**src/rtl/reg_univ_pkg.sv**
```systemverilog
// Shared operation encodings for the universal register and its bench.
package reg_univ_pkg;

    localparam int MODE_W = 3;

    localparam logic [MODE_W-1:0] MODE_HOLD = 3'd0;
    localparam logic [MODE_W-1:0] MODE_LOAD = 3'd1;
    localparam logic [MODE_W-1:0] MODE_SHL  = 3'd2;
    localparam logic [MODE_W-1:0] MODE_SHR  = 3'd3;
    localparam logic [MODE_W-1:0] MODE_ROL  = 3'd4;
    localparam logic [MODE_W-1:0] MODE_ROR  = 3'd5;
    localparam logic [MODE_W-1:0] MODE_INC  = 3'd6;
    localparam logic [MODE_W-1:0] MODE_DEC  = 3'd7;

endpackage

```
**src/rtl/reg_univ_next.sv**
```systemverilog
// Combinational next-value datapath: next Q and next carry for each operation.
module reg_univ_next
    import reg_univ_pkg::*;
#(
    parameter int WIDTH = 4
) (
    input  logic [WIDTH-1:0]  q,
    input  logic              carry,
    input  logic [WIDTH-1:0]  d,
    input  logic              sin,
    input  logic [MODE_W-1:0] mode,
    output logic [WIDTH-1:0]  q_next,
    output logic              carry_next
);

    always_comb begin
        q_next     = q;
        carry_next = carry;
        case (mode)
            MODE_LOAD: begin
                q_next     = d;
                carry_next = 1'b0;
            end
            MODE_SHL: begin
                q_next     = {q[WIDTH-2:0], sin};
                carry_next = q[WIDTH-1];
            end
            MODE_SHR: begin
                q_next     = {sin, q[WIDTH-1:1]};
                carry_next = q[0];
            end
            MODE_ROL: begin
                q_next     = {q[WIDTH-2:0], q[WIDTH-1]};
                carry_next = q[WIDTH-1];
            end
            MODE_ROR: begin
                q_next     = {q[0], q[WIDTH-1:1]};
                carry_next = q[0];
            end
            // Wrap flags: all-ones rolls over on INC, zero rolls under on DEC.
            MODE_INC: begin
                q_next     = q + 1'b1;
                carry_next = &q;
            end
            MODE_DEC: begin
                q_next     = q - 1'b1;
                carry_next = ~|q;
            end
            default: begin
                q_next     = q;
                carry_next = carry;
            end
        endcase
    end

endmodule

```
**src/rtl/reg_univ_n.sv**
```systemverilog
// Universal N-bit register: load, shift, rotate, inc/dec with carry flag.
// Optional REG_UNIV_PARITY_EN adds a combinational odd-parity output of Q.
module reg_univ_n
    import reg_univ_pkg::*;
#(
    parameter int               WIDTH   = 4,
    parameter logic [WIDTH-1:0] RST_VAL = '0
) (
    input  logic              clk,
    input  logic              reset,
    input  logic              set,
    input  logic              en,
    input  logic [MODE_W-1:0] mode,
    input  logic [WIDTH-1:0]  D,
    input  logic              sin,
    output logic [WIDTH-1:0]  Q,
    output logic [WIDTH-1:0]  Qn,
    output logic              carry,
`ifdef REG_UNIV_PARITY_EN
    output logic              parity,
`endif
    output logic              zero
);

    logic [WIDTH-1:0] q_q, q_d, q_op;
    logic             carry_q, carry_d, carry_op;

    reg_univ_next #(.WIDTH(WIDTH)) u_next (
        .q          (q_q),
        .carry      (carry_q),
        .d          (D),
        .sin        (sin),
        .mode       (mode),
        .q_next     (q_op),
        .carry_next (carry_op)
    );

    // Reset is handled in the register itself; set outranks the enabled operation.
    always_comb begin
        q_d     = q_q;
        carry_d = carry_q;
        if (set) begin
            q_d     = '1;
            carry_d = 1'b0;
        end else if (en) begin
            q_d     = q_op;
            carry_d = carry_op;
        end
    end

    always_ff @(posedge clk) begin
        if (reset) begin
            q_q     <= RST_VAL;
            carry_q <= 1'b0;
        end else begin
            q_q     <= q_d;
            carry_q <= carry_d;
        end
    end

    assign Q     = q_q;
    assign Qn    = ~q_q;
    assign carry = carry_q;
    assign zero  = (q_q == '0);

`ifdef REG_UNIV_PARITY_EN
    assign parity = ^q_q;
`endif

endmodule

```
**config.mk**
```make
export PLATFORM = sky130hd
export DESIGN_NAME = reg_univ_n
export DESIGN_NICKNAME = d
export VERILOG_FILES = /design/src/rtl/reg_univ_pkg.sv /design/src/rtl/reg_univ_next.sv /design/src/rtl/reg_univ_n.sv
export SDC_FILE = /design/constraint.sdc
export NUM_CORES = 1
export LEC_CHECK = 0
export CAP_MARGIN = 10
export CORE_UTILIZATION = 30
export DETAILED_ROUTE_END_ITERATION = 6
export HOLD_SLACK_MARGIN = 0.03
export PLACE_DENSITY = 0.66
export SYNTH_ARGS = -nofsm -noshare
export SYNTH_HDL_FRONTEND = slang
export SYNTH_SLANG_ARGS = --single-unit
```
**constraint.sdc**
```tcl
create_clock -name clk -period 2.9 [get_ports clk]
set_clock_uncertainty 0.15 [all_clocks]
set_input_delay 0.29 -clock clk [delete_from_list [all_inputs] [get_ports clk]]
set_output_delay 0.29 -clock clk [all_outputs]
set_load 0.02 [all_outputs]
```
======== Word level (Yosys, flattened, before mapping) ========
Index checks and enable logic that the tools add are counted.
operators by class
  $add $sub $neg .......................... 2
  equal/unequal tests ..................... 7
  mux-type cells .......................... 4
  bitwise operators ....................... 1
  reduce and logical (&&, ||, !) cells .... 12
operators with widths
  operator             count
  $pmux 4 s7           1
  $eq 3x3->1 const B   4
  $mux 4               2
  $reduce_bool 8->1    1
  $eq 3x2->1 const B   2
  $reduce_or 2->1      3
  $pmux 1 s5           1
  $reduce_bool 5->1    1
  $add 4x1->4 const B  1
  $logic_not 4->1      1
  $not 4->4            1
  $reduce_and 2->1     2
  $reduce_and 4->1     1
  $reduce_or 4->1      1
  $sub 4x1->4 const B  1
  $eq 3x1->1 const B   1
  $reduce_bool 2->1    1
  $logic_not 1->1      1
storage, ports and cells
  flip-flop bits (word level) ............. 5
  input port bits ......................... 12
  output and inout bits ................... 10
  word-level logic and storage cells ...... 28

======== Longest topological paths before layout ========
Gate-level depths: netlist of the first run.
  depth after elaboration ................. 4
  mapped depth ............................ 9
  depth with buffers taken out ............ 7

======== By module ========
Synthesis of the first run repeated with hierarchy kept, for this count alone.
unflattened totals
  cells, all modules ...................... 84
  area total of the unflattened synthesis .. 653.1 um2
by module, submodules not included
  module         times used  cells each  area an instance (um2)  seq. area each (um2)
  reg_univ_next  1           62          441.7                   0.0
  reg_univ_n     1           22          211.5                   100.1

======== Worst setup path after synthesis of the first run ========
Ideal clock, no wire load.
  kind .................................... input-to-reg
  start ................................... input port mode[1]
  end ..................................... register q_q[2] (netlist: Q[2])
  setup time .............................. 0.131 ns
  arrival ................................. 1.637 ns
  data required time ...................... 2.619 ns
  slack ................................... 0.981 ns
  stages on the path ...................... 9
  path buffers ............................ 2
  cells stage by stage .................... buf_2 -> buf_2 -> nand3_1 -> xnor2_1 -> ha_1 -> mux2i_1 -> nand2b_1 -> a211oi_1 -> a211oi_2
between the ends
  word-level cells in the longest chain between the ends .. 4
  elaborated cells between the ends (all ways) .. 12
  those cells by class .................... 7 x eq/ne; 3 x mux; 2 x reduce/logical
ends and longest elaborated chain
  what                                      line                 source
  from (decl)                               reg_univ_n.sv:13     input logic [MODE_W-1:0] mode,
  $eq 3x3->1, or another cell as far along  reg_univ_next.sv:19  case (mode)
  $pmux 4 s7                                reg_univ_next.sv:19
  $mux 4                                    reg_univ_n.sv:45     end else if (en) begin
  $mux 4                                    reg_univ_n.sv:42     if (set) begin
  to (signal assigned)                      reg_univ_n.sv:56     q_q <= q_d;
  to (decl)                                 reg_univ_n.sv:25     logic [WIDTH-1:0] q_q, q_d, q_op;
Several ways; a longest one is shown, not always the timed one. The select of a mux whose other input is x is not followed.
A chain may end at the register's enable or synchronous reset.

======== Final worst setup path of the first run ========
  start ................................... register q_q[0] (netlist: Q[0])
  end ..................................... output port zero
between the ends
  word-level cells in the longest chain between the ends .. 1
ends and longest elaborated chain
  what             line              source
  $logic_not 4->1  reg_univ_n.sv:64  assign zero = (q_q == '0);
  to (decl)        reg_univ_n.sv:22  output logic zero
No other way between the ends.

==> results of run 1 <==
routing by layer:
metal	part of all wire, %	global-route usage (%)	vias up
met2	45	23.77	19
met4	0	3.030	0
met1	49	20.43	316
met5	0	0	-
met3	6.1	6.800	0
li1	-	-	318
how the worst max path moves through the flow:
stage                         to  cells past startpoint
3_5_place_dp   Q[2]$_SDFFE_PP0P_                      8
6_report                    zero                      2
4_1_cts                     zero                      2
5_1_grt                     zero                      2
3_3_place_gp   Q[2]$_SDFFE_PP0P_                      8
2_1_floorplan  Q[2]$_SDFFE_PP0P_                      9
state kept, by name, summed over array words and instances, names as in the netlist:
signal  flops
carry       1
Q           4
power groups by stage:
stage	sequential [mW]	clock (mW)	combinational (mW)
2_1_floorplan	0.0910	0	0.0656
3_3_place_gp	0.0876	0	0.124
3_5_place_dp	0.0876	0	0.124
4_1_cts	0.0861	0.0851	0.125
5_1_grt	0.0878	0.0896	0.135
6_report	0.0867	0.0823	0.124
cell usage after synthesis, drive strengths merged:
cell type / count / area, um2
o31ai: 1 / 7.510
o21ai: 3 / 15.01
dfxtp: 5 / 100.1
a31oi: 3 / 18.77
mux2i: 3 / 30.03
buf: 4 / 26.27
a211oi: 5 / 47.54
nor4: 1 / 6.260
nand4b: 1 / 8.760
and3b: 1 / 12.51
nand2b: 3 / 18.77
nor3b: 1 / 7.510
o211ai: 3 / 22.52
a221oi: 2 / 23.77
or3: 3 / 23.77
nand2: 4 / 15.01
nor2b: 1 / 6.260
or2: 1 / 6.260
nor2: 3 / 11.26
ha: 1 / 12.51
inv: 4 / 15.01
a21oi: 4 / 23.77
or2b: 1 / 7.510
xnor2: 3 / 26.28
and4b: 1 / 10.01
nand3b: 1 / 7.510
nand3: 5 / 25.02
o32ai: 1 / 8.760
o2111ai: 1 / 15.01
logic make-up (layout without fill, tap and decap cells):
family | after synthesis | count (layout)
AOI/OAI and AO/OA | 23 | 23
xor gates and xnor gates | 3 | 3
adders and majority gates | 1 | 1
and+or+nand+nor | 27 | 27
muxes | 3 | 3
DFF | 5 | 5
buffers and inverters | 8 | 32
critical path, stage by stage, from the launching register on:
cell,delay (ps)
dfxtp_1,400
nor4_1,420
clkdlybuf4s50_1,680
stage by stage:
step           setup slack (ps)  cell area [um2]  power [mW]  hold WS (ps)
5_1_grt                   639.9            823.3      0.3121         365.1
2_1_floorplan             981.2            559.3      0.1565         204.6
4_1_cts                   728.4            823.3      0.2958         352.4
6_report                  708.5            823.3      0.2933         349.3
3_5_place_dp              750.9            797.0      0.2117         337.2
3_3_place_gp              710.9            797.0      0.2113         331.3
area by class of cell:
class                   instances  area [um2]
repair buffers                 24       232.7
multi-input cells              57       417.9
flip-flops and latches          5       100.1
well taps                      25       31.28
inverters                       4       15.01
fillers                       165       922.1
clock buffers                   4       26.28
==> impl_metrics.json, run 1 <==
{
  "status": "finished clean",
  "cts.path.max_buffers": 2,
  "startpoint_type": "register",
  "setup_viol": 0,
  "clock_power_share_pct": 28.1,
  "die_height_um": 45.18,
  "r2r_setup_slack_ps": 1120,
  "power_frac_seq_pct": 29.6,
  "avgSynthCellArea_um2": 7.990,
  "grt_max_degree": 22,
  "hold_class": "register to register",
  "synthSimpleGateAreaFrac_pct": 29.75,
  "tritoncts": "done",
  "drc": 0,
  "switching_share_pct": 35.22,
  "place_inst": 115,
  "internal-power_uw": 190.0,
  "grt_pass1_wl_um": 2346,
  "grt_overflow": 0,
  "min_period_over_period_pct": 75.57,
  "p_per_area_nw_per_um2": 356.2,
  "grt_pass1_vias": 564,
  "synthMuxAreaShare_pct": 5.369,
  "nets": 108,
  "endpoint_kind": "output port",
  "utilization_pct": 47.17,
  "cts_buffers": 3,
  "ir_drop_uv": 214.9,
  "ioPinCount": 22,
  "whs_path_depth": 2,
  "netlist_instances": 70,
  "core.rowCount": 15,
  "die_w_um": 45.18,
  "synth.cell_area_um2": 559.3,
  "drt_wl_total_um": 1468,
  "drive_gt1_share_pct": 14.89,
  "max_cap_violations": 0,
  "insertion_delay_ps": 250,
  "synth-xor-area-share_pct": 4.698,
  "gp_congestion": 0.8095,
  "first_iter_violations": 25,
  "reg2reg_depth": 6,
  "min_to": "carry$_SDFFE_PP0P_",
  "comb_power_share_pct": 42.4,
  "worstMarginPinSlew_ps": 370.2,
  "clock-sinks": 5,
  "cts.repair.resized": 0,
  "antenna_found_initial": 0,
  "synth.distinct_cells": 36,
  "hold_viol": 0,
  "ys_seq_area_share_pct": 17.90,
  "fmax_ghz": 0.4563,
  "yosys_warnings": 0,
  "synthToLayoutAreaGrowth_pct": 47.20,
  "p_switching_uw": 103.3,
  "synth_seq_cells": 5,
  "critPathArrivalTime_ps": 1750,
  "critPathLaunch": "Q[0]$_SDFFE_PP0P_",
  "drv_slew": 0,
  "r2r-end": "Q[2]$_SDFFE_PP0P_",
  "timing.rr.start": "Q[1]$_SDFFE_PP0P_",
  "final_cell_mix": "clkdlybuf4s50_1, dfxtp_1, nand3_1",
  "via_per_inst": 5.487,
  "vias": 653,
  "diodes": 0,
  "dr.pass1.iters": 6,
  "path_class": "register to output port",
  "synth_top_family_by_area": "compound AO/OA/AOI/OAI gates",
  "synth-compound-area-share_pct": 32.66,
  "htreeDepth": 1,
  "hp-start": "carry$_SDFFE_PP0P_",
  "portBuffers": 21,
  "initial_core_util_pct": 32.04,
  "final_common_cell": "clkdlybuf4s50_1",
  "dp_hpwl_um": 1104,
  "die_area_um2": 2041,
  "clk_pin_slew_ps": 50,
  "synth_adder_area_share_pct": 2.237,
  "max_slew_margin_pct": 75.09,
  "cts-root-buf": "clkbuf_4",
  "syn-num-nets": 83,
  "final_cells": 119,
  "cp_max_fo": 10,
  "grt_setup_unrepaired": "no",
  "cts_hold_buf": 0,
  "drt-wirelength-per-cell_um": 12.34,
  "tns_ps": 0,
  "fin_crit_ps": 2192,
  "drtAntennaViolNets": 0,
  "crit_required_ps": 2460,
  "track_usage_pct": 15.61,
  "leakagePower_nw": 0.2910,
  "core_um2": 1745,
  "cts_setup_buffers": 0
}
(Power assumes the default switching activity.)
==> run 2, diff against run 1 <==
==> constraint.sdc (replaced) <==
create_clock -name clk -period 2.2 [get_ports clk]
set_clock_uncertainty 0.15 [all_clocks]
set_input_delay 0.22 -clock clk [delete_from_list [all_inputs] [get_ports clk]]
set_output_delay 0.22 -clock clk [all_outputs]
set_load 0.02 [all_outputs]
==> run 2 against run 1 <==
Register-to-register slack got worse by 660 ps. Critical path depth unchanged. Setup slack got worse by 550 ps. Power increased by 33%. Sequential share of layout area decreased by 0.22 points. Largest cell class unchanged.
==> impl_metrics.json, run 2 (same netlist as run 1, synthesis figures left out) <==
{
  "fin_crit_ps": 2044,
  "crit_family": "buffers and inverters",
  "cts_setup_buffers": 0,
  "drv_slew": 0,
  "clock_power_share_pct": 27.6,
  "grt_overflow": 0,
  "final_cell_mix": "clkdlybuf4s50_1, dfxtp_1, nand3_1, buf_4, nand2_1",
  "drc": 0,
  "internal-power_uw": 253.8,
  "dr.pass1.iters": 6,
  "core_um2": 1745,
  "fmax_ghz": 0.4891,
  "cts.repair.resized": 0,
  "die_area_um2": 2041,
  "worstMarginPinSlew_ps": 335.6,
  "leakagePower_nw": 0.3008,
  "max_slew_margin_pct": 77.42,
  "largest_register_ffs": 4,
  "crit_buf_inv": 1,
  "first_iter_violations": 9,
  "ir_drop_uv": 239.2,
  "placed_cell_area_um2": 812.0,
  "utilization_pct": 48.03,
  "cp_max_fo": 8,
  "grt_pass1_vias": 546,
  "drtAntennaViolNets": 0,
  "cts-root-buf": "clkbuf_4",
  "hold_class": "register to register",
  "startpoint_type": "register",
  "initial_core_util_pct": 32.04,
  "nets": 110,
  "drt_wl_total_um": 1543,
  "endpoint_kind": "output port",
  "p_switching_uw": 136.6,
  "min_period_over_period_pct": 92.93,
  "status": "finished clean",
  "n_fill_cell": 183,
  "drive_gt1_share_pct": 16.67,
  "max_cap_violations": 0,
  "switching_share_pct": 34.99,
  "cp_cell_sequence": "nor4_1 > clkdlybuf4s50_1",
  "cts.path.max_buffers": 2,
  "track_usage_pct": 17.36,
  "cts_buffers": 3,
  "dp_hpwl_um": 1158,
  "drt-wirelength-per-cell_um": 12.75,
  "comb_power_share_pct": 44.1,
  "post-place-ws_ps": 98.31,
  "power_uw": 390.4,
  "p_per_area_nw_per_um2": 465.7,
  "cp_slowest_cell": "clkdlybuf4s50_1",
  "tns_ps": 0,
  "grt_setup_unrepaired": "no",
  "place_inst": 117,
  "critPathLaunch": "Q[1]$_SDFFE_PP0P_",
  "portBuffers": 21,
  "final_cells": 121,
  "timing.rr.start": "Q[1]$_SDFFE_PP0P_",
  "htreeDepth": 1,
  "synthToLayoutAreaGrowth_pct": 49.89,
  "final_area_um2": 838.3,
  "setup_slack_ps": 155.6,
  "insertion_delay_ps": 240,
  "core.rowCount": 15,
  "die_height_um": 45.18,
  "gp_congestion": 0.8267,
  "via_per_inst": 5.355,
  "critPathArrivalTime_ps": 1670,
  "timing.hold.ws_ps": 341.4,
  "grt_pass1_wl_um": 2518,
  "vias": 648,
  "hold_viol": 0,
  "crit_required_ps": 1830,
  "power_frac_seq_pct": 28.3,
  "final_common_cell": "clkdlybuf4s50_1",
  "diodes": 0,
  "cpPeakStageDelay_ps": 670,
  "cts_hold_buf": 0,
  "hp-start": "carry$_SDFFE_PP0P_",
  "clock-sinks": 5,
  "setup_viol": 0,
  "tritoncts": "done",
  "die_w_um": 45.18,
  "ioPinCount": 22,
  "antenna_found_initial": 0,
  "clk_pin_slew_ps": 40,
  "path_class": "register to output port",
  "grt_max_degree": 22
}
==> run 2: worst paths after layout <==
kind | end | slack (ps) | cells after the start
worst max-delay path | zero | 160 | 2
worst min-delay path | carry$_SDFFE_PP0P_ | 340 | 2
worst max register to register | Q[2]$_SDFFE_PP0P_ | 460 | 6
worst min register to register | carry$_SDFFE_PP0P_ | 340 | 2
==> run 2: power by group through the flow <==
| stage | sequential (mW) | clock, mW | combinational (mW) |
|---|---|---|---|
| after floorplan | 0.120 | 0 | 0.0864 |
| after global placement | 0.112 | 0 | 0.171 |
| after CTS | 0.110 | 0.112 | 0.173 |
| after global routing | 0.112 | 0.119 | 0.188 |
| after detailed placement | 0.112 | 0 | 0.172 |
| final | 0.110 | 0.108 | 0.172 |
==> run 2: layout make-up <==
cell class / instances / area [um2] / share of cell area (%)
timing repair buffer: 26 / 247.7 / 29.55
sequential: 5 / 100.1 / 11.94
multi-input combinational: 57 / 417.9 / 49.85
clock buffer: 4 / 26.28 / 3.134
tap: 25 / 31.28 / 3.731
inverter: 4 / 15.01 / 1.791
==> run 2: layer usage <==
layer  GRT usage (%)  wire length [um]  vias up
met4           4.242                 0        0
met1           25.54               762      299
met5               0                 0        -
met3           6.000                70        0
li1                -                 -      325
met2           23.77               710       24
==> run 2: worst min-delay path: stages (launching register included) <==
cell and delay [ps]:
dfxtp_1 300, nand3b_1 70, nand3_1 60
==> run 3, diff against run 2 <==
--- a/config.mk
+++ b/config.mk
@@ -7,9 +7,11 @@
 export LEC_CHECK = 0
 export CAP_MARGIN = 10
 export CORE_UTILIZATION = 30
+export CTS_CLUSTER_DIAMETER = 150
 export DETAILED_ROUTE_END_ITERATION = 6
 export HOLD_SLACK_MARGIN = 0.03
 export PLACE_DENSITY = 0.66
 export SYNTH_ARGS = -nofsm -noshare
 export SYNTH_HDL_FRONTEND = slang
 export SYNTH_SLANG_ARGS = --single-unit
+export TNS_END_PERCENT = 10
==> results of run 3 <==
The final DEF is identical to that of run 2; final timing and power are the same.
